## config.mk

```make
export PLATFORM = sky130hd
export DESIGN_NAME = doraemon_picker
export DESIGN_NICKNAME = d
export VERILOG_FILES = /design/src/rtl/doraemon_pkg.sv /design/src/rtl/doraemon_score.sv /design/src/rtl/doraemon_picker.sv
export SDC_FILE = /design/constraint.sdc
export NUM_CORES = 2
export LEC_CHECK = 0
export CAP_MARGIN = 20
export CORE_MARGIN = 2
export CORE_UTILIZATION = 35
export CTS_CLUSTER_DIAMETER = 120
export DETAILED_ROUTE_END_ITERATION = 6
export GPL_TIMING_DRIVEN = 0
export PLACE_DENSITY = 0.55
export SYNTH_ARGS = -nofsm -noshare
export SYNTH_HDL_FRONTEND = slang
export SYNTH_SLANG_ARGS = --single-unit
```

## constraint.sdc

```tcl
create_clock -name clk -period 25.5 [get_ports clk]
set_clock_uncertainty 0.15 [all_clocks]
set_input_delay 5.1 -clock clk [delete_from_list [all_inputs] [get_ports clk]]
set_output_delay 5.1 -clock clk [all_outputs]
set_load 0.01 [all_outputs]
```

## src/rtl/doraemon_pkg.sv

```systemverilog
// Shared constants, slot record and FSM state type for the Doraemon candidate picker.
package doraemon_pkg;

  localparam int unsigned NUM_SLOTS = 5;
  localparam int unsigned SCORE_W   = 13;
  localparam int unsigned ATTR_W    = 8;
  localparam int unsigned ID_W      = 5;
  localparam int unsigned IDX_W     = 3;

  typedef struct packed {
    logic [ID_W-1:0]   id;
    logic [ATTR_W-1:0] size;
    logic [ATTR_W-1:0] iq;
    logic [ATTR_W-1:0] eq;
  } slot_t;

  typedef enum logic [1:0] {
    StFill,
    StCalc,
    StOut,
    StRefill
  } state_e;

endpackage

```

## src/rtl/doraemon_score.sv

```systemverilog
// Weighted score of one candidate: size*ws + iq*wi + eq*we, full 13-bit result.
module doraemon_score
  import doraemon_pkg::*;
#(
  parameter int unsigned DSIZE = 8
) (
  input  logic [DSIZE-1:0]   size_i,
  input  logic [DSIZE-1:0]   iq_i,
  input  logic [DSIZE-1:0]   eq_i,
  input  logic [2:0]         size_weight_i,
  input  logic [2:0]         iq_weight_i,
  input  logic [2:0]         eq_weight_i,
  output logic [SCORE_W-1:0] score_o
);

  always_comb begin
    score_o = SCORE_W'(size_i) * SCORE_W'(size_weight_i)
            + SCORE_W'(iq_i)   * SCORE_W'(iq_weight_i)
            + SCORE_W'(eq_i)   * SCORE_W'(eq_weight_i);
  end

endmodule

```

## src/rtl/doraemon_picker.sv

```systemverilog
// Five-slot candidate picker: fill, score every slot, emit the best, refill the vacated slot.
module doraemon_picker
  import doraemon_pkg::*;
#(
  parameter int unsigned DSIZE = 8,
  parameter int unsigned IDW   = 5
) (
  input  logic             clk,
  input  logic             rst_n,
  input  logic             in_valid,
  input  logic [IDW-1:0]   doraemon_id,
  input  logic [DSIZE-1:0] size,
  input  logic [DSIZE-1:0] iq_score,
  input  logic [DSIZE-1:0] eq_score,
  input  logic [2:0]       size_weight,
  input  logic [2:0]       iq_weight,
  input  logic [2:0]       eq_weight,
  output logic             ready,
  output logic             out_valid,
  output logic [DSIZE-1:0] out
);

  state_e                 state_q, state_d;
  logic [IDX_W-1:0]       fill_cnt_q, fill_cnt_d;
  logic [IDX_W-1:0]       win_idx_q, win_idx_d;
  slot_t                  slots_q [NUM_SLOTS];
  slot_t                  slots_d [NUM_SLOTS];
  logic [NUM_SLOTS-1:0]   empty_q, empty_d;
  logic [SCORE_W-1:0]     score_q [NUM_SLOTS];
  logic [SCORE_W-1:0]     score_d [NUM_SLOTS];
  logic [SCORE_W-1:0]     score_c [NUM_SLOTS];
  logic [2:0]             wsz_q, wsz_d, wiq_q, wiq_d, weq_q, weq_d;
  logic [IDX_W-1:0]       win_c;
  logic [SCORE_W-1:0]     best_c;
  logic                   found_c;
  logic                   accept;
  slot_t                  in_rec;

  for (genvar g = 0; g < NUM_SLOTS; g++) begin : g_score
    doraemon_score #(
      .DSIZE(ATTR_W)
    ) u_score (
      .size_i       (slots_q[g].size),
      .iq_i         (slots_q[g].iq),
      .eq_i         (slots_q[g].eq),
      .size_weight_i(wsz_q),
      .iq_weight_i  (wiq_q),
      .eq_weight_i  (weq_q),
      .score_o      (score_c[g])
    );
  end

  assign ready  = (state_q != StCalc);
  assign accept = in_valid & ready;

  always_comb begin
    in_rec.id   = ID_W'(doraemon_id);
    in_rec.size = ATTR_W'(size);
    in_rec.iq   = ATTR_W'(iq_score);
    in_rec.eq   = ATTR_W'(eq_score);
  end

  // Strict '>' keeps the lowest index on ties.
  always_comb begin
    win_c   = '0;
    best_c  = '0;
    found_c = 1'b0;
    for (int unsigned i = 0; i < NUM_SLOTS; i++) begin
      if (!empty_q[i] && (!found_c || score_q[i] > best_c)) begin
        found_c = 1'b1;
        best_c  = score_q[i];
        win_c   = IDX_W'(i);
      end
    end
  end

  always_comb begin
    state_d    = state_q;
    fill_cnt_d = fill_cnt_q;
    win_idx_d  = win_idx_q;
    slots_d    = slots_q;
    empty_d    = empty_q;
    score_d    = score_q;
    wsz_d      = wsz_q;
    wiq_d      = wiq_q;
    weq_d      = weq_q;
    unique case (state_q)
      StFill: begin
        if (accept) begin
          slots_d[fill_cnt_q] = in_rec;
          empty_d[fill_cnt_q] = 1'b0;
          if (fill_cnt_q == IDX_W'(NUM_SLOTS - 1)) begin
            fill_cnt_d = '0;
            wsz_d      = size_weight;
            wiq_d      = iq_weight;
            weq_d      = eq_weight;
            state_d    = StCalc;
          end else begin
            fill_cnt_d = fill_cnt_q + 1'b1;
          end
        end
      end
      StCalc: begin
        score_d = score_c;
        state_d = StOut;
      end
      StOut: begin
        win_idx_d      = win_c;
        empty_d[win_c] = 1'b1;
        // The vacated slot is reusable in the same cycle it is announced.
        if (accept) begin
          slots_d[win_c] = in_rec;
          empty_d[win_c] = 1'b0;
          wsz_d          = size_weight;
          wiq_d          = iq_weight;
          weq_d          = eq_weight;
          state_d        = StCalc;
        end else begin
          state_d = StRefill;
        end
      end
      StRefill: begin
        if (accept) begin
          slots_d[win_idx_q] = in_rec;
          empty_d[win_idx_q] = 1'b0;
          wsz_d              = size_weight;
          wiq_d              = iq_weight;
          weq_d              = eq_weight;
          state_d            = StCalc;
        end
      end
      default: state_d = StFill;
    endcase
  end

  always_comb begin
    out_valid = (state_q == StOut);
    out       = '0;
    if (out_valid) begin
      out = DSIZE'({win_c, slots_q[win_c].id});
    end
  end

  always_ff @(posedge clk or negedge rst_n) begin
    if (!rst_n) begin
      state_q    <= StFill;
      fill_cnt_q <= '0;
      win_idx_q  <= '0;
      slots_q    <= '{default: '0};
      empty_q    <= '1;
      score_q    <= '{default: '0};
      wsz_q      <= '0;
      wiq_q      <= '0;
      weq_q      <= '0;
    end else begin
      state_q    <= state_d;
      fill_cnt_q <= fill_cnt_d;
      win_idx_q  <= win_idx_d;
      slots_q    <= slots_d;
      empty_q    <= empty_d;
      score_q    <= score_d;
      wsz_q      <= wsz_d;
      wiq_q      <= wiq_d;
      weq_q      <= weq_d;
    end
  end

endmodule

```

Word-level counts from Yosys, hierarchy flattened
Cells that the tools add are included.
{ "totals": {"reg_bits": 232, "latchBits": 0, "ramBits": 0, "rom_bits": 0, "input_bits": 41, "out_inout_bits": 10, "wordCells": 182, "memories": 0} }
{ "classes": {"addsub": 11, "mul": 15, "div": 0, "magnitude_cmp": 16, "eq_ne": 10, "n_shift": 0, "n_mux": 57, "bitwise_logic": 11, "reduce_logical": 30} }
{ "op_table": {"columns": ["operator", "count"], "rows": [
  ["$bwmux 145", 3],
  ["$mux 145", 3],
  ["$pmux 145 s3", 1],
  ["$demux 29 s3", 3],
  ["$mul 8x3->11", 15],
  ["$mux 29", 5],
  ["$bmux 29 s3", 1],
  ["$add 13x11->13", 5],
  ["$add 11x11->12", 5],
  ["$gt 13x13->1", 4],
  ["$mux 13", 4],
  ["$mux 3", 13],
  ["$pmux 3 s2", 3],
  ["$and 5x5->5", 3],
  ["$mux 5", 3],
  ["$not 5->5", 3],
  ["$pmux 5 s3", 1],
  ["$ge 4x4->1 const B", 3],
  ["$lt 3x4->1 const B", 3],
  ["$lt 4x1->1 const B", 3],
  ["$not 3->4", 3],
  ["$logic_and 1x1->1", 10],
  ["$demux 1 s3", 3],
  ["$ge 3x1->1 const B", 3],
  ["other kinds (21)", 47]
]} }

Depth between registers and ports, before layout
{ "depth": {"ltp_word": 25, "depth_mapped": 37, "ltp_nobuf": 28} }

By module
A second synthesis with hierarchy kept.
{ "unflattened": {"cells_unflattened": 2723, "hier_area_um2": 25039.0} }
{ "modules_own_cells": {"columns": ["mod", "instances", "cells_each", "area_each_um2", "seq_area_each_um2"], "rows": [
  ["doraemon_picker", 1, 1443, 14118.5, 5811.8],
  ["doraemon_score (g_score[1].u_score ...)", 3, 255, 2180.8, 0.0],
  ["doraemon_score (g_score[0].u_score)", 1, 258, 2192.1, 0.0],
  ["doraemon_score (g_score[4].u_score)", 1, 257, 2185.8, 0.0]
]} }

Worst setup path before layout
No wires, ideal clock.
{ "synth_path": {"kind": "reg-to-output", "start": "register (tool-made name)", "end": "output port out[4]", "arrival_ps": 8096, "required_ps": 20250, "setup_slack_ps": 12154, "path_stages_with_launch": 37, "path_buffers": 8, "cell_sequence": "dfstp_2 buf_2 clkbuf_1 nand2b_1 ha_1 nor2b_1 o21ai_0 a21boi_0 o31ai_2 buf_4 buf_4 mux2i_1 inv_1 ha_1 nand3_1 nor4_1 a221o_1 a21oi_4 buf_2 mux2i_1 ha_1 a21o_1 a211oi_2 nand2_1 o31ai_2 buf_2 buf_1 mux2_2 ha_1 a21o_1 a221o_1 a31oi_2 a31o_2 nand2_1 clkbuf_1 a211o_1 o2bb2ai_1"} }
{ "synth_rtl": {"columns": ["item", "line_no", "text"], "rows": [
  ["end, declared", "doraemon_picker.sv:20", "output logic [DSIZE-1:0] out"]
]} }

==> impl.org <==
** Drt
- After detailed routing, the number of remaining DRC violations is 0.
- Once detail routing completed, the nets flagged for antenna violations numbered 0.
- First-pass iteration count of the detailed router :: 6
- Number of violations reported at the end of detailed-routing iteration 0 :: 2256
- Dividing the detail-routed via count by the number of cells gives 5.66.
- Post-detailed-route wirelength per cell :: ~24 um
- Routed Wire Length :: roughly 97 mm
- Via count :: 23300

** Synth
- Cell count after synthesis :: around 3100
- Area of the mapped netlist :: 26300 um^2
- For this run, the register share of the synthesized area comes to 0.221.
- Yosys printed 0 warnings.
- FF+latch count, synth :: 232
- The synthesized design contains 0 enable-type register cells.
- Synth async-reset ratio :: 1.00
- Averaged over all synthesized cells, the footprint is ~8.6 um^2.
- Synthesis produced a netlist with a net count of roughly 3500.
- In the synthesized netlist the dominant register cell turns out to be sky130_fd_sc_hd__dfrtp_1.
- Area leader, netlist :: sky130_fd_sc_hd__dfrtp_1
- In the post-synthesis netlist, the cell with the most instances is sky130_fd_sc_hd__nand2_1.
- In the post-synthesis netlist, the biggest area contributors are sky130_fd_sc_hd__dfrtp_1, sky130_fd_sc_hd__fa_1, sky130_fd_sc_hd__ha_1.
- The synthesized netlist contains 73 unique library cells.
- List of most frequent post-synthesis cells :: sky130_fd_sc_hd__nand2_1, sky130_fd_sc_hd__inv_1, sky130_fd_sc_hd__dfrtp_1
- The share of synthesized area in the top cell type comes to 0.216.

** Clock network
- Number of gates given a new drive strength after cts :: 0
- Hold repair after CTS inserted 0 buffers.
- The clock drives about 230 sinks.
- Maximum root-to-sink buffer count :: 3
- Clock Latency Late Sink :: 0.57 ns
- CTS clk-pin slew, worst paths :: ~0.05 ns
- Post-CTS Setup Bufs :: 0
- CTS placed an instance of sky130_fd_sc_hd__clkbuf_16 at the clock tree root.
- Number of buffers added by the clock tree synthesis step :: 35
- Max H-tree Level :: 2
- Clock tree from TritonCTS :: built

** Setup path
- The worst setup path is captured at an output pin.
- For the worst setup path, the data required time is 20.25 ns.
- Critical Path Fanout Max :: 10
- Slowest cell on the critical path :: sky130_fd_sc_hd__buf_1
- Data arrives at the worst endpoint at between 10 and 15 ns.
- The largest single stage delay on the critical path is between 0.6 and 0.7 ns.
- Critical path start-end classification :: flip-flop to output pin
- The worst setup path is launched from a flip-flop.
- In this design, the critical path's most frequently occurring cell is sky130_fd_sc_hd__ha_1.

** Hold path
- Worst hold path type :: flip-flop to flip-flop

** Global routing
- Global routing finished with a remaining overflow of 0.
- Number of global-route vias before repair :: 22600
- Across every metal layer, demand over resource in global routing totals 0.249.
- Largest net degree at the start of global routing :: 94
- The first global-routing pass estimated roughly 150 mm of wire.
- The initial antenna violation count was 4.

** Placed design
- Detailed placement HPWL :: ~77 mm
- Number of placed instances, taps included :: 4058
- At the end of routability-driven placement, the weighted congestion stood at 0.950.
- Placed standard-cell area :: ~28000 um^2
- The count of buffers added on input and output ports is 26.

** Timing
- At the pin with the least slew margin, the transition time is around 1.1 ns.
- Crit path time final :: between 15 and 20 ns
- Top achievable clock speed :: between 50 and 60 MHz
- Headroom to the max-slew limit came out at 0.249.
- Part of the cycle the worst path needs :: 0.707
- Sum of negative setup slack :: 0 ns
- Setup repair after global routing left no endpoint under its margin.
- Final max-slew violation count :: 0
- The final number of hold-violating endpoints is 0.
- Setup violations remaining at the end of the flow were counted as 0.

** Floorplanning
- I/O pin count :: about 50
- DIE AREA :: around 77000 um^2
- Height of the chip :: 278 um
- Placement row count :: 100
- Core region area :: between 70000 and 80000 um^2
- The die is roughly 280 um wide.
- For this configuration, the core starts out at a cell density of 0.353.

** Run
- Number of max-cap violations :: 0

** Run status
- The run finished with clean final reports.

** Layout
- In the final layout, the share of cells above drive strength 1 is 0.0517.
- Compared with the post-synthesis result, the final layout area differs by 10.6%.
- After the flow finishes, the layout carries non-filler instances totaling approximately 4000.
- In the final design database the tool counted roughly 3600 nets.
- The finished cells cover 29100 um^2.
- For this run, the share of the core covered by cells in the final layout is 0.391.
## cell usage in the layout, fill, tap and decap left out, types with 40 or more instances in the layout
cell type	instances
sky130_fd_sc_hd__a21o_1	49
sky130_fd_sc_hd__a21oi_1	149
sky130_fd_sc_hd__and2_1	135
sky130_fd_sc_hd__clkbuf_1	176
sky130_fd_sc_hd__dfrtp_1	227
sky130_fd_sc_hd__fa_1	220
sky130_fd_sc_hd__ha_1	209
sky130_fd_sc_hd__inv_1	298
sky130_fd_sc_hd__mux2_2	50
sky130_fd_sc_hd__mux2i_1	119
sky130_fd_sc_hd__nand2_1	470
sky130_fd_sc_hd__nand3_1	54
sky130_fd_sc_hd__nand4_1	40
sky130_fd_sc_hd__nor2_1	119
sky130_fd_sc_hd__o211ai_1	141
sky130_fd_sc_hd__o21ai_0	173
sky130_fd_sc_hd__xor2_1	41
## cell families (layout without fill, tap and decap cells)
group / count (synthesis) / in the layout / synth area share
compound gates: 725 / 725 / 0.183
mux: 169 / 169 / 0.0667
flops: 232 / 232 / 0.221
xor+xnor: 71 / 71 / 0.0237
buf+inv: 506 / 601 / 0.0743
fa+ha+maj: 429 / 429 / 0.267
other cells: 0 / 1 / 0
simple gates: 924 / 924 / 0.164
## final cells by class
class	instances	area [um^2]
timing repair buffer	33	359
buffer	206	827
sequential	232	5810
tap	969	1210
inverter	300	1130
fill	7613	45400
multi-input combinational	2318	18500
clock buffer	56	1120
clock inverter	6	85.1
antenna	1	2.50
## critical path: cells and delay by family (launching register included)
family,cells,cell delay [ns]
DFF,1,0.53
muxes,3,1.29
buffers and inverters,10,3.83
adders and majority gates,4,1.17
and+or+nand+nor,8,1.27
AOI/OAI and AO/OA,12,4.10
## metrics by stage
stage	hold slack, ns	setup slack (ns)
floorplan	0.301	12.15
global placement	0.326	8.19
detailed placement	0.327	8.46
CTS	0.342	7.83
global route	0.379	7.26
finish	0.343	7.48
## worst paths after layout
kind                            slack [ns]          end  cells after the start         from
worst max-delay path                  7.48       out[3]                     37    flip-flop
worst max register to register       13.14    flip-flop                     37    flip-flop
min in group asynchronous             4.31  score_q[60]                      1        rst_n
max in group asynchronous            19.57    async pin                      3        rst_n
worst min-delay path                  0.34  score_q[59]                      2  score_q[59]
worst min register to register        0.34  score_q[59]                      2  score_q[59]
## layer usage
layer	wire, um	part of all wire	global-route usage	up-vias
li1	-	-	-	10600
met2	41500	0.43	0.372	949
met3	7320	0.075	0.0433	172
met1	42800	0.44	0.348	11600
met4	5280	0.054	0.124	6
met5	34	0.00035	0	-
Power is left out: the tool's default activity adds up to more than one toggle a clock period on the data nets, which glitch-free logic cannot reach.
